<file path="src/rtl/bitstream_prefetch_pkg.sv">
// Shared types and constants for the bitstream prefetcher and its FIFO.
package bitstream_prefetch_pkg;

  typedef enum logic [1:0] {
    IDLE,
    FETCH,
    DRAIN
  } state_e;

  localparam logic [15:0] START_CODE_HI = 16'h0000;
  localparam logic [15:0] START_CODE_LO = 16'h0001;

  localparam int unsigned DEF_DEPTH  = 8;
  localparam int unsigned DEF_ADDR_W = 17;
  localparam int unsigned DEF_DATA_W = 16;

endpackage

</file>
<file path="src/rtl/bitstream_prefetch_fifo.sv">
// Synchronous FIFO with occupancy count; when empty, rd_data keeps the last word popped.
module sync_fifo
  import bitstream_prefetch_pkg::*;
#(
  parameter int unsigned DEPTH  = DEF_DEPTH,
  parameter int unsigned DATA_W = DEF_DATA_W
) (
  input  logic                   clk,
  input  logic                   reset,
  input  logic                   flush,
  input  logic                   wr_en,
  input  logic [DATA_W-1:0]      wr_data,
  input  logic                   rd_en,
  output logic [DATA_W-1:0]      rd_data,
  output logic [$clog2(DEPTH):0] level,
  output logic                   full,
  output logic                   empty
);

  localparam int unsigned AW = $clog2(DEPTH);
  localparam int unsigned LW = AW + 1;

  logic [DATA_W-1:0] mem_q [DEPTH];
  logic [AW-1:0]     wr_ptr_q, rd_ptr_q;
  logic [LW-1:0]     count_q;
  logic [DATA_W-1:0] last_q;
  logic              do_wr, do_rd;

  assign full    = (count_q == LW'(DEPTH));
  assign empty   = (count_q == '0);
  assign level   = count_q;
  assign do_wr   = wr_en && !full && !flush;
  assign do_rd   = rd_en && !empty && !flush;
  assign rd_data = empty ? last_q : mem_q[rd_ptr_q];

  always_ff @(posedge clk) begin
    if (do_wr) mem_q[wr_ptr_q] <= wr_data;
  end

  always_ff @(posedge clk) begin
    if (reset) begin
      wr_ptr_q <= '0;
      rd_ptr_q <= '0;
      count_q  <= '0;
      last_q   <= '0;
    end else if (flush) begin
      wr_ptr_q <= '0;
      rd_ptr_q <= '0;
      count_q  <= '0;
    end else begin
      if (do_wr) wr_ptr_q <= wr_ptr_q + AW'(1);
      if (do_rd) begin
        rd_ptr_q <= rd_ptr_q + AW'(1);
        last_q   <= mem_q[rd_ptr_q];
      end
      unique case ({do_wr, do_rd})
        2'b10:   count_q <= count_q + LW'(1);
        2'b01:   count_q <= count_q - LW'(1);
        default: count_q <= count_q;
      endcase
    end
  end

endmodule

</file>
<file path="src/rtl/bitstream_prefetch.sv">
// Bitstream RAM prefetcher: credit-limited reads into a FIFO feeding a valid/ready consumer.
// Optional START_CODE_DETECT_EN adds a start_code flag on 00 00 00 01 word pairs.
module bitstream_prefetch
  import bitstream_prefetch_pkg::*;
#(
  parameter int unsigned DEPTH  = DEF_DEPTH,
  parameter int unsigned ADDR_W = DEF_ADDR_W,
  parameter int unsigned DATA_W = DEF_DATA_W
) (
  input  logic                   clk,
  input  logic                   reset,
  input  logic                   start,
  input  logic [ADDR_W-1:0]      base_addr,
  input  logic [ADDR_W:0]        word_count,
  input  logic                   flush,
  output logic                   ram_ren,
  output logic [ADDR_W-1:0]      ram_addr,
  input  logic [DATA_W-1:0]      ram_data,
  output logic                   out_valid,
  output logic [DATA_W-1:0]      out_data,
  input  logic                   out_ready,
  output logic                   busy,
  output logic                   done,
  output logic [$clog2(DEPTH):0] level
`ifdef START_CODE_DETECT_EN
  ,
  output logic                   start_code
`endif
);

  localparam int unsigned LW = $clog2(DEPTH) + 1;

  state_e            state_q, state_d;
  logic [ADDR_W-1:0] addr_q, addr_d;
  logic [ADDR_W:0]   remaining_q, remaining_d;
  logic              inflight_q;
  logic              done_q, done_d;
  logic              ren, pop, credit;
  logic              fifo_full, fifo_empty;
  logic [LW:0]       occ;

  sync_fifo #(
    .DEPTH  (DEPTH),
    .DATA_W (DATA_W)
  ) u_fifo (
    .clk     (clk),
    .reset   (reset),
    .flush   (flush),
    .wr_en   (inflight_q),
    .wr_data (ram_data),
    .rd_en   (pop),
    .rd_data (out_data),
    .level   (level),
    .full    (fifo_full),
    .empty   (fifo_empty)
  );

  assign out_valid = !fifo_empty;
  assign pop       = out_valid && out_ready;
  // A read in flight already owns a FIFO slot, so it counts against the credit.
  assign occ       = {1'b0, level} + {{LW{1'b0}}, inflight_q};
  assign credit    = (occ < (LW+1)'(DEPTH)) && !fifo_full;

  always_comb begin
    state_d     = state_q;
    addr_d      = addr_q;
    remaining_d = remaining_q;
    done_d      = 1'b0;
    ren         = 1'b0;
    unique case (state_q)
      IDLE: begin
        if (start) begin
          addr_d      = base_addr;
          remaining_d = word_count;
          if (word_count == '0) done_d  = 1'b1;
          else                  state_d = FETCH;
        end
      end
      FETCH: begin
        if (remaining_q != '0 && credit) begin
          ren         = 1'b1;
          addr_d      = addr_q + ADDR_W'(1);
          remaining_d = remaining_q - (ADDR_W+1)'(1);
        end
        if (remaining_d == '0) state_d = DRAIN;
      end
      DRAIN: begin
        // Finish on the edge that pops the final word so done aligns with busy falling.
        if (!inflight_q && (level == '0 || (level == LW'(1) && pop))) begin
          done_d  = 1'b1;
          state_d = IDLE;
        end
      end
      default: state_d = IDLE;
    endcase
    if (flush) begin
      state_d     = IDLE;
      addr_d      = addr_q;
      remaining_d = '0;
      done_d      = 1'b0;
    end
  end

  always_ff @(posedge clk) begin
    if (reset) begin
      state_q     <= IDLE;
      addr_q      <= '0;
      remaining_q <= '0;
      inflight_q  <= 1'b0;
      done_q      <= 1'b0;
    end else begin
      state_q     <= state_d;
      addr_q      <= addr_d;
      remaining_q <= remaining_d;
      inflight_q  <= ren && !flush;
      done_q      <= done_d;
    end
  end

  assign ram_ren  = ren;
  assign ram_addr = addr_q;
  assign busy     = (state_q != IDLE);
  assign done     = done_q;

`ifdef START_CODE_DETECT_EN
  logic prev_zero_q;
  logic start_acc;

  assign start_acc  = start && (state_q == IDLE) && !flush;
  assign start_code = pop && prev_zero_q && (out_data == DATA_W'(START_CODE_LO));

  always_ff @(posedge clk) begin
    if (reset)                  prev_zero_q <= 1'b0;
    else if (flush || start_acc) prev_zero_q <= 1'b0;
    else if (pop)               prev_zero_q <= (out_data == DATA_W'(START_CODE_HI));
  end
`endif

endmodule

</file>
<file path="config.mk">
export PLATFORM = sky130hd
export DESIGN_NAME = bitstream_prefetch
export DESIGN_NICKNAME = d
export VERILOG_FILES = /design/src/rtl/bitstream_prefetch_pkg.sv /design/src/rtl/bitstream_prefetch_fifo.sv /design/src/rtl/bitstream_prefetch.sv
export SDC_FILE = /design/constraint.sdc
export NUM_CORES = 1
export LEC_CHECK = 0
export ABC_AREA = 1
export CORE_MARGIN = 5
export CORE_UTILIZATION = 52
export CTS_BUF_LIST = sky130_fd_sc_hd__clkbuf_4 sky130_fd_sc_hd__clkbuf_8 sky130_fd_sc_hd__clkbuf_16
export CTS_CLUSTER_SIZE = 28
export DETAILED_ROUTE_END_ITERATION = 12
export PLACE_DENSITY = 0.77
export SKIP_CTS_REPAIR_TIMING = 1
export SLEW_MARGIN = 30
export SYNTH_ARGS = -nofsm -noshare
export SYNTH_HDL_FRONTEND = slang
export SYNTH_HIERARCHICAL = 1
export SYNTH_SLANG_ARGS = --single-unit
</file>
<file path="constraint.sdc">
create_clock -name clk -period 2.26 [get_ports clk]
set_input_delay 0.678 -clock clk [delete_from_list [all_inputs] [get_ports clk]]
set_output_delay 0.678 -clock clk [all_outputs]
set_load 0.01 [all_outputs]
</file>
==> reports/results.txt <==
Vias per std cell - 5.50
Post-route setup TNS - -4240 ps
Max VDD drop - 0.519 mV
CP Class - flip-flop to output port
Pin count of the biggest net entering global routing - 41
R2r setup slk - 100 ps
Detailed Place HPWL - 17.0 mm
Post-Route Skew - 9.51 ps
Final setup fails - 18
Post-synth EDFFs - 128
Synthesized-area fraction occupied by adder cells - 0.00933
Count leader, synth - nor2_1
# rows - 49
CTS buffer count - 17
Final Instance Area - 12300 µm²
Worst Max-Slew Pin Slew - 437 ps
Fin crit period - 2640 ps
Leakage - 5.02 nW
Post-synthesis async set-or-reset flop share - 0
CP Capture Type - output port
Global-route usage over all layers - 0.240
Initial antenna violation count - 0
Max-cap violation count - 0
CP Data Required Time - 1580 ps
DRT Pass-1 Iters - 7
WHS - 478 ps
Initial Util - 0.526
Vias in the first global route - 7805
PD cells - 650 nW/µm²
Boundary pin count - 97
Distinct cells, synth - 41
Arrival time at the worst endpoint - 1970 ps
Avg Synthesized Cell Area - 8.66 µm²
Class of the most critical hold timing path - flip-flop to flip-flop
Register area share after synthesis - 0.555
Synthesized area - 9390 µm²
Area leader, netlist - edfxtp_1
Most used DFF post-synth - edfxtp_1
Mux contribution to synthesized area - 0
Remaining DRCs - 0
Post-Syn Nets - 1147
Status - finished with violations
RSZ-0062 raised after global routing - yes
IO Port Bufs - 96
Fin. max-slew vios - 0
Area post-placement - 11200 µm²
Post-Synth XOR/XNOR Area - 0.0159
Skew-Pair Late Insertion Delay - 440 ps
DR iter-0 viols - 775
Final ANT Viol Nets - 0
Final Hold Fails - 0
Synth cell count leaders - nor2_1, nand2_1, edfxtp_1
Global-route wire length before repair - 39.0 mm
Gate count of the mapped netlist - 1084
Ys Warns - 6
Fmax - 0.378 GHz
GPL Wtd Cong - 0.965
Nets - 1348
FF+latch count, synth - 196
CTS max path bufs - 2
Share of layout cells above drive strength 1 - 0.201
Clk root buf - clkbuf_16
Width of the chip - 144 µm
Layout area overhead - 31.4%
Synth top area share - 0.410
Die ar. - 20800 µm²
FILL cells - 1342
CTS tree - built
GRT overflow - 0
Clk slew on worst S/H paths - 80 ps
Rel. slew slack - 0.709
Synth top area cells - edfxtp_1, dfxtp_1, nor2_1, nand2_1, o21ai_0
Via Count - 8404
Compound-Gate Fraction of Synth Area - 0.123
Antenna Cells - 0
Htree depth - 4
Final Cycle Share - 1.17
Crit path max fanout - 6
Chip Height - 144 µm
Main combinational cell family by area after synthesis - simple AND/OR/NAND/NOR gates
DR WL/cell - 17.0 µm
Worst Setup Slack, final - -385 ps
Routed Wire Length - 25.9 mm
# clock sinks - 196
Simple-Gate Fraction of Synth Area - 0.242
Nature of the critical path startpoint - flip-flop
Failing checks - setup timing
Core Region - 17800 µm²
[cells in the final DEF (no fill, tap or decap), types with 3 or more instances in the layout]
master / instances
a21oi_1: 53
a21oi_2: 4
a31oi_1: 9
buf_12: 10
buf_2: 9
buf_4: 105
buf_6: 13
clkbuf_16: 20
clkdlybuf4s50_1: 77
clkinv_8: 4
clkinvlp_4: 3
dfxtp_1: 62
dfxtp_4: 4
dlymetal6s2s_1: 8
edfxtp_1: 128
ha_1: 5
inv_1: 47
inv_2: 3
inv_6: 4
inv_8: 5
nand2_1: 187
nand2_2: 19
nand3_1: 58
nand3b_1: 7
nand4_1: 5
nor2_1: 226
nor2_2: 13
nor2_4: 5
o21ai_0: 85
o21ai_1: 44
o21ai_2: 13
o22ai_1: 11
or2_2: 5
xnor2_1: 9
xor2_1: 8
[path summary, 6_finish.rpt]
kind	depth (start not counted)	startpoint	end
setup reg to reg	14	u_fifo/level[3]$_SDFFE_PP0P_	ram_addr[12]$_SDFFE_PP0P_
hold / removal	2	u_fifo/rd_ptr_q[2]$_SDFFE_PP0P_	u_fifo/rd_ptr_q[2]$_SDFFE_PP0P_
setup / recovery	9	flip-flop	out_data[8]
hold reg to reg	2	u_fifo/rd_ptr_q[2]$_SDFFE_PP0P_	u_fifo/rd_ptr_q[2]$_SDFFE_PP0P_
[critical path, stage by stage, from the launching register on]
cell       delay [ps]
dfxtp_4           420
buf_6             140
clkbuf_16         150
nor2_1             60
nor2_1            140
o21ai_1           110
nand3_1           110
nand2_2           100
o21ai_2           140
buf_2             150
[where the power goes]
group	internal (mW)	leakage [nW]	switching, mW
clock	1.59	0.286	1.47
combinational	0.471	3.03	0.595
sequential	3.85	1.71	0.0456
[logic make-up after synthesis]
kind of cell / count (synthesis)
adder cells (fa/ha/maj): 7
AO/OA/AOI/OAI: 221
buffers and inverters: 103
XOR/XNOR: 17
flip-flops: 196
AND/OR/NAND/NOR: 540
[area by class of cell]
cell class | instances | area [µm²] | area share
Clock buffer | 17 | 425 | 0.0345
Clock inverter | 15 | 176 | 0.0143
Inverter | 55 | 239 | 0.0194
Multi-Input combinational cell | 785 | 3810 | 0.309
Sequential cell | 196 | 5220 | 0.423
Tap cell | 229 | 287 | 0.0232
Timing Repair Buffer | 229 | 2170 | 0.176
Timing Repair inverter | 1 | 8.76 | 0.000710
[stage by stage]
step	power, mW	utilization	std cells	worst slack (ps)
3_5_place_dp	4.94	0.628	1464	-340
2_1_floorplan	4.55	-	1084	-0.979
6_report	8.02	0.691	1527	-385
5_1_grt	8.34	0.691	1527	-412
4_1_cts	7.96	0.661	1496	-815
3_3_place_gp	4.93	0.628	1464	-330
[layer usage]
metal,up-vias,share of wire,track usage
met2,403,0.48,0.397
met5,-,0,0
li1,4072,-,-
met1,3878,0.40,0.311
met3,51,0.091,0.0536
met4,0,0.024,0.0854
[sequential cells by signal (all words and copies together) (netlist names), named ones only]
register and cells:
done 1, inflight_q 1, ram_addr 17, remaining_q 18
state_q 2, u_fifo/last_q 16, u_fifo/level 4, u_fifo/mem_q 128
u_fifo/rd_ptr_q 3, u_fifo/wr_ptr_q 3
(Power assumes the default switching activity.)
